### config.mk
export PLATFORM = sky130hd
export DESIGN_NAME = counter_incr_batcher_flat
export DESIGN_NICKNAME = d
export VERILOG_FILES = /design/src/rtl/counter_incr_batcher_pkg.sv /design/src/rtl/counter_incr_batcher_if.sv /design/src/rtl/counter_incr_sum_tree.sv /design/src/rtl/counter_incr_batcher.sv /design/src/flat_wrapper.sv
export SDC_FILE = /design/constraint.sdc
export NUM_CORES = 1
export LEC_CHECK = 0
export ABC_CLOCK_PERIOD_IN_PS = 4050
export BUFFER_PORTS_ARGS = -buffer_cell sky130_fd_sc_hd__buf_2
export CAP_MARGIN = 20
export CORE_ASPECT_RATIO = 0.75
export CORE_MARGIN = 5
export CORE_UTILIZATION = 51
export CTS_CLUSTER_SIZE = 30
export DETAILED_ROUTE_END_ITERATION = 10
export PLACE_DENSITY_LB_ADDON = 0.08
export SETUP_SLACK_MARGIN = 0.05
export SLEW_MARGIN = 30
export SYNTH_ARGS = -nofsm -noshare
export SYNTH_HDL_FRONTEND = slang
export SYNTH_HIERARCHICAL = 1
export SYNTH_SLANG_ARGS = --single-unit
### constraint.sdc
create_clock -name clk -period 4.05 [get_ports clk]
set_input_delay 0.405 -clock clk [delete_from_list [all_inputs] [get_ports clk]]
set_output_delay 0.405 -clock clk [all_outputs]
set_load 0.005 [all_outputs]
### src/rtl/counter_incr_batcher_pkg.sv
// Shared helpers for the increment batcher: per-cycle output limit, adder-tree width,
// and the default backlog word type.
package counter_incr_batcher_pkg;

  localparam int DEFAULT_BACKLOG_BITS = 24;

  typedef logic [DEFAULT_BACKLOG_BITS-1:0] t_backlog;

  // Largest legal per-cycle increment for a split counter of num_bits: 2^(num_bits/2)-1.
  function automatic logic [63:0] max_out(input int num_bits);
    return (64'd1 << (num_bits / 2)) - 64'd1;
  endfunction

  // Width needed to hold the sum of n_src values of in_bits each.
  function automatic int sum_bits(input int n_src, input int in_bits);
    return $clog2(n_src) + in_bits;
  endfunction

endpackage

### src/rtl/counter_incr_batcher_if.sv
// Source-side and counter-side signal bundle of the increment batcher.
interface counter_incr_batcher_if #(
  parameter int NUM_BITS     = 64,
  parameter int N_SRC        = 4,
  parameter int IN_BITS      = 16,
  parameter int BACKLOG_BITS = 24
);

  logic [N_SRC-1:0]              in_valid;
  logic [N_SRC-1:0][IN_BITS-1:0] in_incr;
  logic [NUM_BITS-1:0]           incr_by;
  logic                          backlog_pending;
  logic                          overflow_err;
  logic [BACKLOG_BITS-1:0]       peak_backlog;

  modport master (
    output in_valid,
    output in_incr,
    input  incr_by,
    input  backlog_pending,
    input  overflow_err,
    input  peak_backlog
  );

  modport slave (
    input  in_valid,
    input  in_incr,
    output incr_by,
    output backlog_pending,
    output overflow_err,
    output peak_backlog
  );

endinterface

### src/rtl/counter_incr_sum_tree.sv
// Stages 1-2 of the batcher: registered valid-gating of every source, then a
// registered single-level sum. Swap for a deeper tree if the adder limits timing.
module counter_incr_sum_tree #(
  parameter int N_SRC    = 4,
  parameter int IN_BITS  = 16,
  parameter int SUM_BITS = 18
) (
  input  logic                          clk,
  input  logic                          reset,
  input  logic [N_SRC-1:0]              in_valid,
  input  logic [N_SRC-1:0][IN_BITS-1:0] in_incr,
  output logic [SUM_BITS-1:0]           sum_q
);

  logic [IN_BITS-1:0]  gated_reg [N_SRC];
  logic [SUM_BITS-1:0] sum_next;
  logic [SUM_BITS-1:0] sum_reg;

  generate
    for (genvar gi = 0; gi < N_SRC; gi++) begin : g_gate
      always_ff @(posedge clk) begin
        if (reset) begin
          gated_reg[gi] <= '0;
        end else begin
          gated_reg[gi] <= in_valid[gi] ? in_incr[gi] : '0;
        end
      end
    end
  endgenerate

  always_comb begin
    sum_next = '0;
    for (int i = 0; i < N_SRC; i++) begin
      sum_next = sum_next + SUM_BITS'(gated_reg[i]);
    end
  end

  always_ff @(posedge clk) begin
    if (reset) begin
      sum_reg <= '0;
    end else begin
      sum_reg <= sum_next;
    end
  end

  assign sum_q = sum_reg;

endmodule

### src/rtl/counter_incr_batcher.sv
// Merges N_SRC increment streams into one per-cycle increment no larger than
// 2^(NUM_BITS/2)-1, spilling the excess into a draining backlog. Optional peak
// backlog tracking is built when COUNTER_INCR_BATCHER_PEAK_EN is defined.
module counter_incr_batcher
  import counter_incr_batcher_pkg::*;
#(
  parameter int NUM_BITS     = 64,
  parameter int N_SRC        = 4,
  parameter int IN_BITS      = 16,
  parameter int BACKLOG_BITS = 24
) (
  input  logic                   clk,
  input  logic                   reset,
  counter_incr_batcher_if.slave  bus
);

  localparam int SUM_BITS   = sum_bits(N_SRC, IN_BITS);
  localparam int TOTAL_BITS = BACKLOG_BITS + 1;
  localparam int HALF_BITS  = NUM_BITS / 2;
  // Comparison width wide enough for both the stage-3 total and the output limit.
  localparam int CMP_BITS   = (TOTAL_BITS > HALF_BITS) ? TOTAL_BITS : HALF_BITS;

  localparam logic [CMP_BITS-1:0] MAX_OUT_EXT     = CMP_BITS'(max_out(NUM_BITS));
  localparam logic [CMP_BITS-1:0] BACKLOG_MAX_EXT = CMP_BITS'({BACKLOG_BITS{1'b1}});

  typedef logic [BACKLOG_BITS-1:0] t_backlog_p;

  generate
    if (NUM_BITS % 2 != 0) begin : g_bad_num_bits
      $fatal(1, "counter_incr_batcher: NUM_BITS must be even");
    end
    if (SUM_BITS > BACKLOG_BITS) begin : g_bad_backlog_bits
      $fatal(1, "counter_incr_batcher: IN_BITS + clog2(N_SRC) exceeds BACKLOG_BITS");
    end
  endgenerate

  logic [SUM_BITS-1:0]   sum_q;
  logic [TOTAL_BITS-1:0] total;
  logic [CMP_BITS-1:0]   total_ext;
  logic [CMP_BITS-1:0]   out_ext;
  logic [CMP_BITS-1:0]   rem_ext;
  logic                  sat_next;
  t_backlog_p            backlog_next;

  t_backlog_p            backlog_reg;
  logic [NUM_BITS-1:0]   incr_by_reg;
  logic                  backlog_pending_reg;
  logic                  overflow_err_reg;

  counter_incr_sum_tree #(
    .N_SRC    (N_SRC),
    .IN_BITS  (IN_BITS),
    .SUM_BITS (SUM_BITS)
  ) u_sum_tree (
    .clk      (clk),
    .reset    (reset),
    .in_valid (bus.in_valid),
    .in_incr  (bus.in_incr),
    .sum_q    (sum_q)
  );

  // Stage 3: fresh sum and backlog drain share one adder, so input never stalls.
  always_comb begin
    total        = TOTAL_BITS'(sum_q) + TOTAL_BITS'(backlog_reg);
    total_ext    = CMP_BITS'(total);
    out_ext      = (total_ext > MAX_OUT_EXT) ? MAX_OUT_EXT : total_ext;
    rem_ext      = total_ext - out_ext;
    sat_next     = (rem_ext > BACKLOG_MAX_EXT);
    backlog_next = sat_next ? '1 : t_backlog_p'(rem_ext);
  end

  always_ff @(posedge clk) begin
    if (reset) begin
      backlog_reg         <= '0;
      incr_by_reg         <= '0;
      backlog_pending_reg <= 1'b0;
      overflow_err_reg    <= 1'b0;
    end else begin
      backlog_reg         <= backlog_next;
      incr_by_reg         <= NUM_BITS'(out_ext);
      backlog_pending_reg <= (backlog_next != '0);
      if (sat_next) begin
        overflow_err_reg <= 1'b1;
      end
    end
  end

  assign bus.incr_by         = incr_by_reg;
  assign bus.backlog_pending = backlog_pending_reg;
  assign bus.overflow_err    = overflow_err_reg;

`ifdef COUNTER_INCR_BATCHER_PEAK_EN
  t_backlog_p peak_reg;

  // Follows the registered backlog, so the peak trails a new maximum by one cycle.
  always_ff @(posedge clk) begin
    if (reset) begin
      peak_reg <= '0;
    end else if (backlog_reg > peak_reg) begin
      peak_reg <= backlog_reg;
    end
  end

  assign bus.peak_backlog = peak_reg;
`else
  assign bus.peak_backlog = '0;
`endif

endmodule

### src/flat_wrapper.sv
// flat-port wrapper written by rule: the top's interface ports become plain ports
module counter_incr_batcher_flat import counter_incr_batcher_pkg::*;
#(
  parameter int NUM_BITS     = 64,
  parameter int N_SRC        = 4,
  parameter int IN_BITS      = 16,
  parameter int BACKLOG_BITS = 24
)
  (clk, reset, bus_in_valid, bus_in_incr, bus_incr_by, bus_backlog_pending, bus_overflow_err, bus_peak_backlog);
  counter_incr_batcher_if #(.NUM_BITS(NUM_BITS), .N_SRC(N_SRC), .IN_BITS(IN_BITS), .BACKLOG_BITS(BACKLOG_BITS)) bus_i ();
  input  logic clk;
  input  logic reset;
  input wire logic [$bits(bus_i.in_valid)-1:0] bus_in_valid;
  input wire logic [$bits(bus_i.in_incr)-1:0] bus_in_incr;
  output wire logic [$bits(bus_i.incr_by)-1:0] bus_incr_by;
  output wire logic [$bits(bus_i.backlog_pending)-1:0] bus_backlog_pending;
  output wire logic [$bits(bus_i.overflow_err)-1:0] bus_overflow_err;
  output wire logic [$bits(bus_i.peak_backlog)-1:0] bus_peak_backlog;
  assign bus_i.in_valid = bus_in_valid;
  assign bus_i.in_incr = bus_in_incr;
  assign bus_incr_by = bus_i.incr_by;
  assign bus_backlog_pending = bus_i.backlog_pending;
  assign bus_overflow_err = bus_i.overflow_err;
  assign bus_peak_backlog = bus_i.peak_backlog;
  counter_incr_batcher #(.NUM_BITS(NUM_BITS), .N_SRC(N_SRC), .IN_BITS(IN_BITS), .BACKLOG_BITS(BACKLOG_BITS)) u_core (.clk(clk), .reset(reset), .bus(bus_i));
endmodule
# Word level (Yosys, flattened, before mapping)
# Memory sizes are Yosys's and may differ from the RTL's.
# Index checks and enable logic that the tools add are counted.
[totals]
reg_bits = 108
latchBits = 0
ramBits = 64
romBits = 0
out_inout_bits = 90
n_memories = 1
[memory_table]
columns = ["name", "words", "width", "rd", "rd_ports_with_merged_regs", "write_ports", "line_no", "rtl"]
rows = [
  ["u_core.u_sum_tree.gated_reg", 4, 16, 4, 0, 4, "counter_incr_sum_tree.sv:15", "logic [IN_BITS-1:0] gated_reg [N_SRC];"],
]
[op_classes]
n_addsub = 5
mul = 0
div_mod_pow = 0
order_cmp = 1
eq_ne = 0
shift = 0
mux = 12
bitwise = 4
reduce_logical = 1
[op_table]
columns = ["operator", "n"]
rows = [
  ["two-way mux 16 bit", 8],
  ["greater-than comparator 32 x 24 -> 1 bit, second input constant", 1],
  ["subtractor 25 x 25 -> 26 bit", 1],
  ["adder 18 x 24 -> 25 bit", 1],
  ["two-way mux 24 bit", 1],
  ["nonzero test 24 bit", 1],
  ["adder 17 x 16 -> 18 bit", 1],
  ["adder 18 x 16 -> 18 bit", 1],
  ["adder 16 x 16 -> 17 bit", 1],
  ["OR 1 bit", 4],
  ["two-way mux 1 bit", 3],
]

# Logic depth before layout (Yosys ltp)
[logic_depth]
ltp_word = 5
depth_mapped = 11

# Modules after synthesis
# Netlist, hierarchy kept.
[modules_own_cells]
columns = ["mod", "n_inst", "cells_per_inst", "area_per_inst_um2", "seq_area_each_um2"]
rows = [
  ["counter_incr_sum_tree", 1, 384, 3853.7, 1641.6],
  ["counter_incr_batcher", 1, 110, 1121.1, 500.5],
]

# Least setup slack after synthesis
# No wires, ideal clock.
[synth_timing]
path_type = "reg2reg"
from = "mem u_core.u_sum_tree.gated_reg[0][1]"
to = "reg u_core.u_sum_tree.sum_reg[15] (netlist: u_core/u_sum_tree/sum_q[15])"
arrival_time_ns = 3.191
required_time_ns = 3.927
path_slack_ns = 0.735
path_stages_with_launch = 12
path_buffers = 0
synth_period_minus_slack_ns = 3.315
cell_sequence = "dfxtp_1 -> inv_1 -> fa_1 -> inv_1 -> fa_1 -> ha_1 -> fa_1 -> a21o_1 -> a221oi_2 -> o211ai_2 -> a31oi_1 -> mux2_1"
[synth_lines]
columns = ["element", "line_no", "rtl"]
rows = [
  ["from (decl)", "counter_incr_sum_tree.sv:15", ""],
  ["to (signal assigned)", "counter_incr_sum_tree.sv:42", "sum_reg <= sum_next;"],
  ["to (decl)", "counter_incr_sum_tree.sv:17", "logic [SUM_BITS-1:0] sum_reg;"],
]

==> impl_metrics.env <==
export IMPL_post_route_period_util_pct=88.2
export IMPL_antenna_found_initial=0
export IMPL_cp_arrival_ns=3.79
export IMPL_grt_ovfl_total=0
export IMPL_critPathLaunchType="flop"
export IMPL_grt_use_total_pct=14.9
export IMPL_cts_htree_levels=3
export IMPL_clock_fmax_mhz=280
export IMPL_critPathSlowestCell="fa_1"
export IMPL_ir_worst_vdd_v=0.000217
export IMPL_start_util_pct=51.9
export IMPL_ys_types=35
export IMPL_setup_violations=0
export IMPL_min_period_ns=3.57
export IMPL_cts_tree="done"
export IMPL_fin_skew_ns=0.00470
export IMPL_placementRows=31
export IMPL_largest_reg_flops=64
export IMPL_vias=3034
export IMPL_rrSetupSlack_ns=0.48
export IMPL_synth_xor_area_share_pct=1.58
export IMPL_clockRootBuffer="clkbuf_16"
export IMPL_synth_top_family_by_area="buffers and inverters"
export IMPL_cts_inserted_buffers=9
export IMPL_cts_num_sinks=107
export IMPL_syn_cell_area_um2=4970
export IMPL_fin_total_pwr_uw=2340
export IMPL_critical_path_class="flop to flop"
export IMPL_multi_input_area_um2=2250
export IMPL_syn_to_final_growth_pct=14.1
export IMPL_die_h_um=95.5
export IMPL_r2r_start="u_core/u_sum_tree/gated_reg[0][1]"
export IMPL_slew_headroom_pct=50.1
export IMPL_stdcell_count=732
export IMPL_syn_avg_cell_area_um2=10.1
export IMPL_drt_initial_drc_count=79
export IMPL_synth_fa_ha_area_share_pct=17.2
export IMPL_synth_edf_count=0
export IMPL_rr_endpoint="u_core/u_sum_tree/sum_q[15]"
export IMPL_drive_above_1_share_pct=20.0
export IMPL_wirelength_um=8180
export IMPL_core_area_um2=9580
export IMPL_p_per_area_nw_per_um2=412
export IMPL_synth_cells=494
export IMPL_worst_slack_ns=0.478
export IMPL_dieArea_um2=11900
export IMPL_dr_pass1_iters=4
export IMPL_cts_resized=0
export IMPL_endpoint_kind="flop"
export IMPL_final_core_utilization_pct=59.2
export IMPL_worst_pin_slew_ns=0.749
export IMPL_fin_setup_tns_ns=0
export IMPL_routed_via_density=4.14
export IMPL_wl_per_cell_um=11.2
export IMPL_cpPeakStageDelay_ns=0.53
export IMPL_hp_start="bus_in_incr[41]"
export IMPL_status="finished clean"
export IMPL_yosysWarnings=6
export IMPL_nets=715
export IMPL_rr_worst_depth=11
export IMPL_maxCapViolCount=0
export IMPL_finalHoldViolations=0
export IMPL_hold_end="u_core/u_sum_tree/gated_reg[2][9]"
export IMPL_io_buffer_count=94
export IMPL_cts_buffer_depth=2
export IMPL_ys_flop_type="dfxtp_1"
export IMPL_worstHoldPathType="primary input to flop"
export IMPL_num_antenna_cells=0
export IMPL_fp_dieW_um=124
export IMPL_postRouteAntennaNets=0
export IMPL_fillers=873
export IMPL_dp_slack_ns=0.506
export IMPL_slew_violations=0
export IMPL_path_clk_slew_ns=0.06
export IMPL_regArea_um2=2140
export IMPL_total_leakage_power_uw=0.00282
export IMPL_synth_simple_area_share_pct=14.8
export IMPL_cp_max_fo=4
export IMPL_holdPathStages=2
export IMPL_grt_max_degree=46
export IMPL_post_cts_buffers=0
export IMPL_cp_cell_sequence="inv_1 > fa_1 > inv_1 > fa_1 > ha_1 > fa_1 > a21o_1 > a221oi_2 > o211ai_2 > a31oi_1 > mux2_1"
export IMPL_ios=160
export IMPL_route_detailed_drc=0
export IMPL_synth_seq_cells=107
export IMPL_grt_pass1_wl_um=13500
export IMPL_muxShareOfSynthArea_pct=1.13
export IMPL_synth_compound_area_share_pct=4.88
export IMPL_postCtsHoldBufs=0
export IMPL_dp_hpwl_um=6540
export IMPL_insertion_delay_ns=0.33
export IMPL_gp_congestion=0.894
export IMPL_ys_seq_area_share_pct=43.1
export IMPL_dp_cells=717
export IMPL_required_ns=4.27
export IMPL_rsz0062_at_grt="false"
export IMPL_worst_path_most_repeated_cell="fa_1"
export IMPL_cp_startpoint="u_core/u_sum_tree/gated_reg[0][1]"
export IMPL_synthArstFlopShare_pct=0
export IMPL_grt_pass1_vias=3007
==> cells in the final DEF (no fill, tap or decap), types with 3 or more instances in the layout <==
cell / count
a31oi_1: 4
nor2b_1: 21
nor2b_2: 3
nand2_1: 6
and2b_1: 7
fa_1: 32
a21o_1: 8
dfxtp_1: 107
a21oi_1: 9
clkbuf_16: 9
mux2_2: 4
inv_1: 88
ha_1: 17
buf_2: 94
nand4_1: 3
and2_1: 64
clkbuf_8: 4
o21ai_0: 3
conb_1: 72
nor2_1: 16
xor2_1: 4
xnor2_1: 5
==> logic make-up after synthesis <==
family | after synthesis
AOI/OAI and AO/OA | 35
adders and majority gates | 49
muxes | 5
xor gates and xnor gates | 9
and+or+nand+nor | 125
buffers and inverters | 163
DFF | 107
other | 1
==> metrics by stage <==
stage          instance area [um2]  hold slack [ns]
2_1_floorplan                 5240            0.411
3_3_place_gp                  5350            0.417
3_5_place_dp                  5360            0.420
4_1_cts                       5670            0.253
5_1_grt                       5680            0.251
6_report                      5680            0.265
==> synthesized netlist by cell type (2+ instances only) <==
cell,instances,area (um2)
xnor2_1,5,43.8
nand2_1,6,22.5
o21ai_0,3,15.0
xor2_1,4,35.0
and2b_1,7,52.6
buf_4,66,495
nor2b_1,24,150
a31oi_1,4,25.0
and2_1,64,400
a21oi_1,9,45.0
a21o_1,8,60.1
fa_1,32,641
clkbuf_1,8,30.0
o21bai_1,2,15.0
nand4_1,3,18.8
nand3_1,2,10.0
dfxtp_1,107,2140
inv_1,88,330
o211ai_1,2,15.0
mux2_2,4,45.0
nor2_1,16,60.1
ha_1,17,213
==> worst max-delay path by stage <==
stage | to | depth (start not counted)
detailed placement | u_core/u_sum_tree/sum_q[15] | 11
CTS | u_core/u_sum_tree/sum_q[15] | 11
finish | u_core/u_sum_tree/sum_q[15] | 11
global route | u_core/u_sum_tree/sum_q[15] | 11
floorplan | u_core/u_sum_tree/sum_q[15] | 11
global placement | u_core/u_sum_tree/sum_q[15] | 11
==> area by class of cell <==
type	count	share of cell area, %
Multi-Input combinational cell	295	39.6
Clock buffer	14	5.00
Clock inverter	1	0.529
Tap cell	132	2.91
Timing Repair Buffer	95	8.42
Inverter	88	5.82
Sequential cell	107	37.7
==> layer usage <==
metal,part of all wire [%],routed length (um),GRT usage (%)
met5,0,0,0
met2,41,3370,21.4
met3,8.7,713,4.03
met4,2.0,163,6.29
met1,48,3930,21.0
==> where the power goes <==
group	internal [uW]	switching (uW)	total, uW
Sequential	1120	14.8	1130
Clock	543	337	880
Combinational	147	180	327
Total	1810	532	2340
==> critical path, delay by kind of cell (launching register included) <==
kind / cells / cell delay [ns]
flip-flops: 1 / 0.32
adder cells (fa/ha/maj): 4 / 1.65
AO/OA/AOI/OAI: 4 / 1.05
multiplexers: 1 / 0.34
buffers and inverters: 2 / 0.11
(Power assumes the default switching activity.)
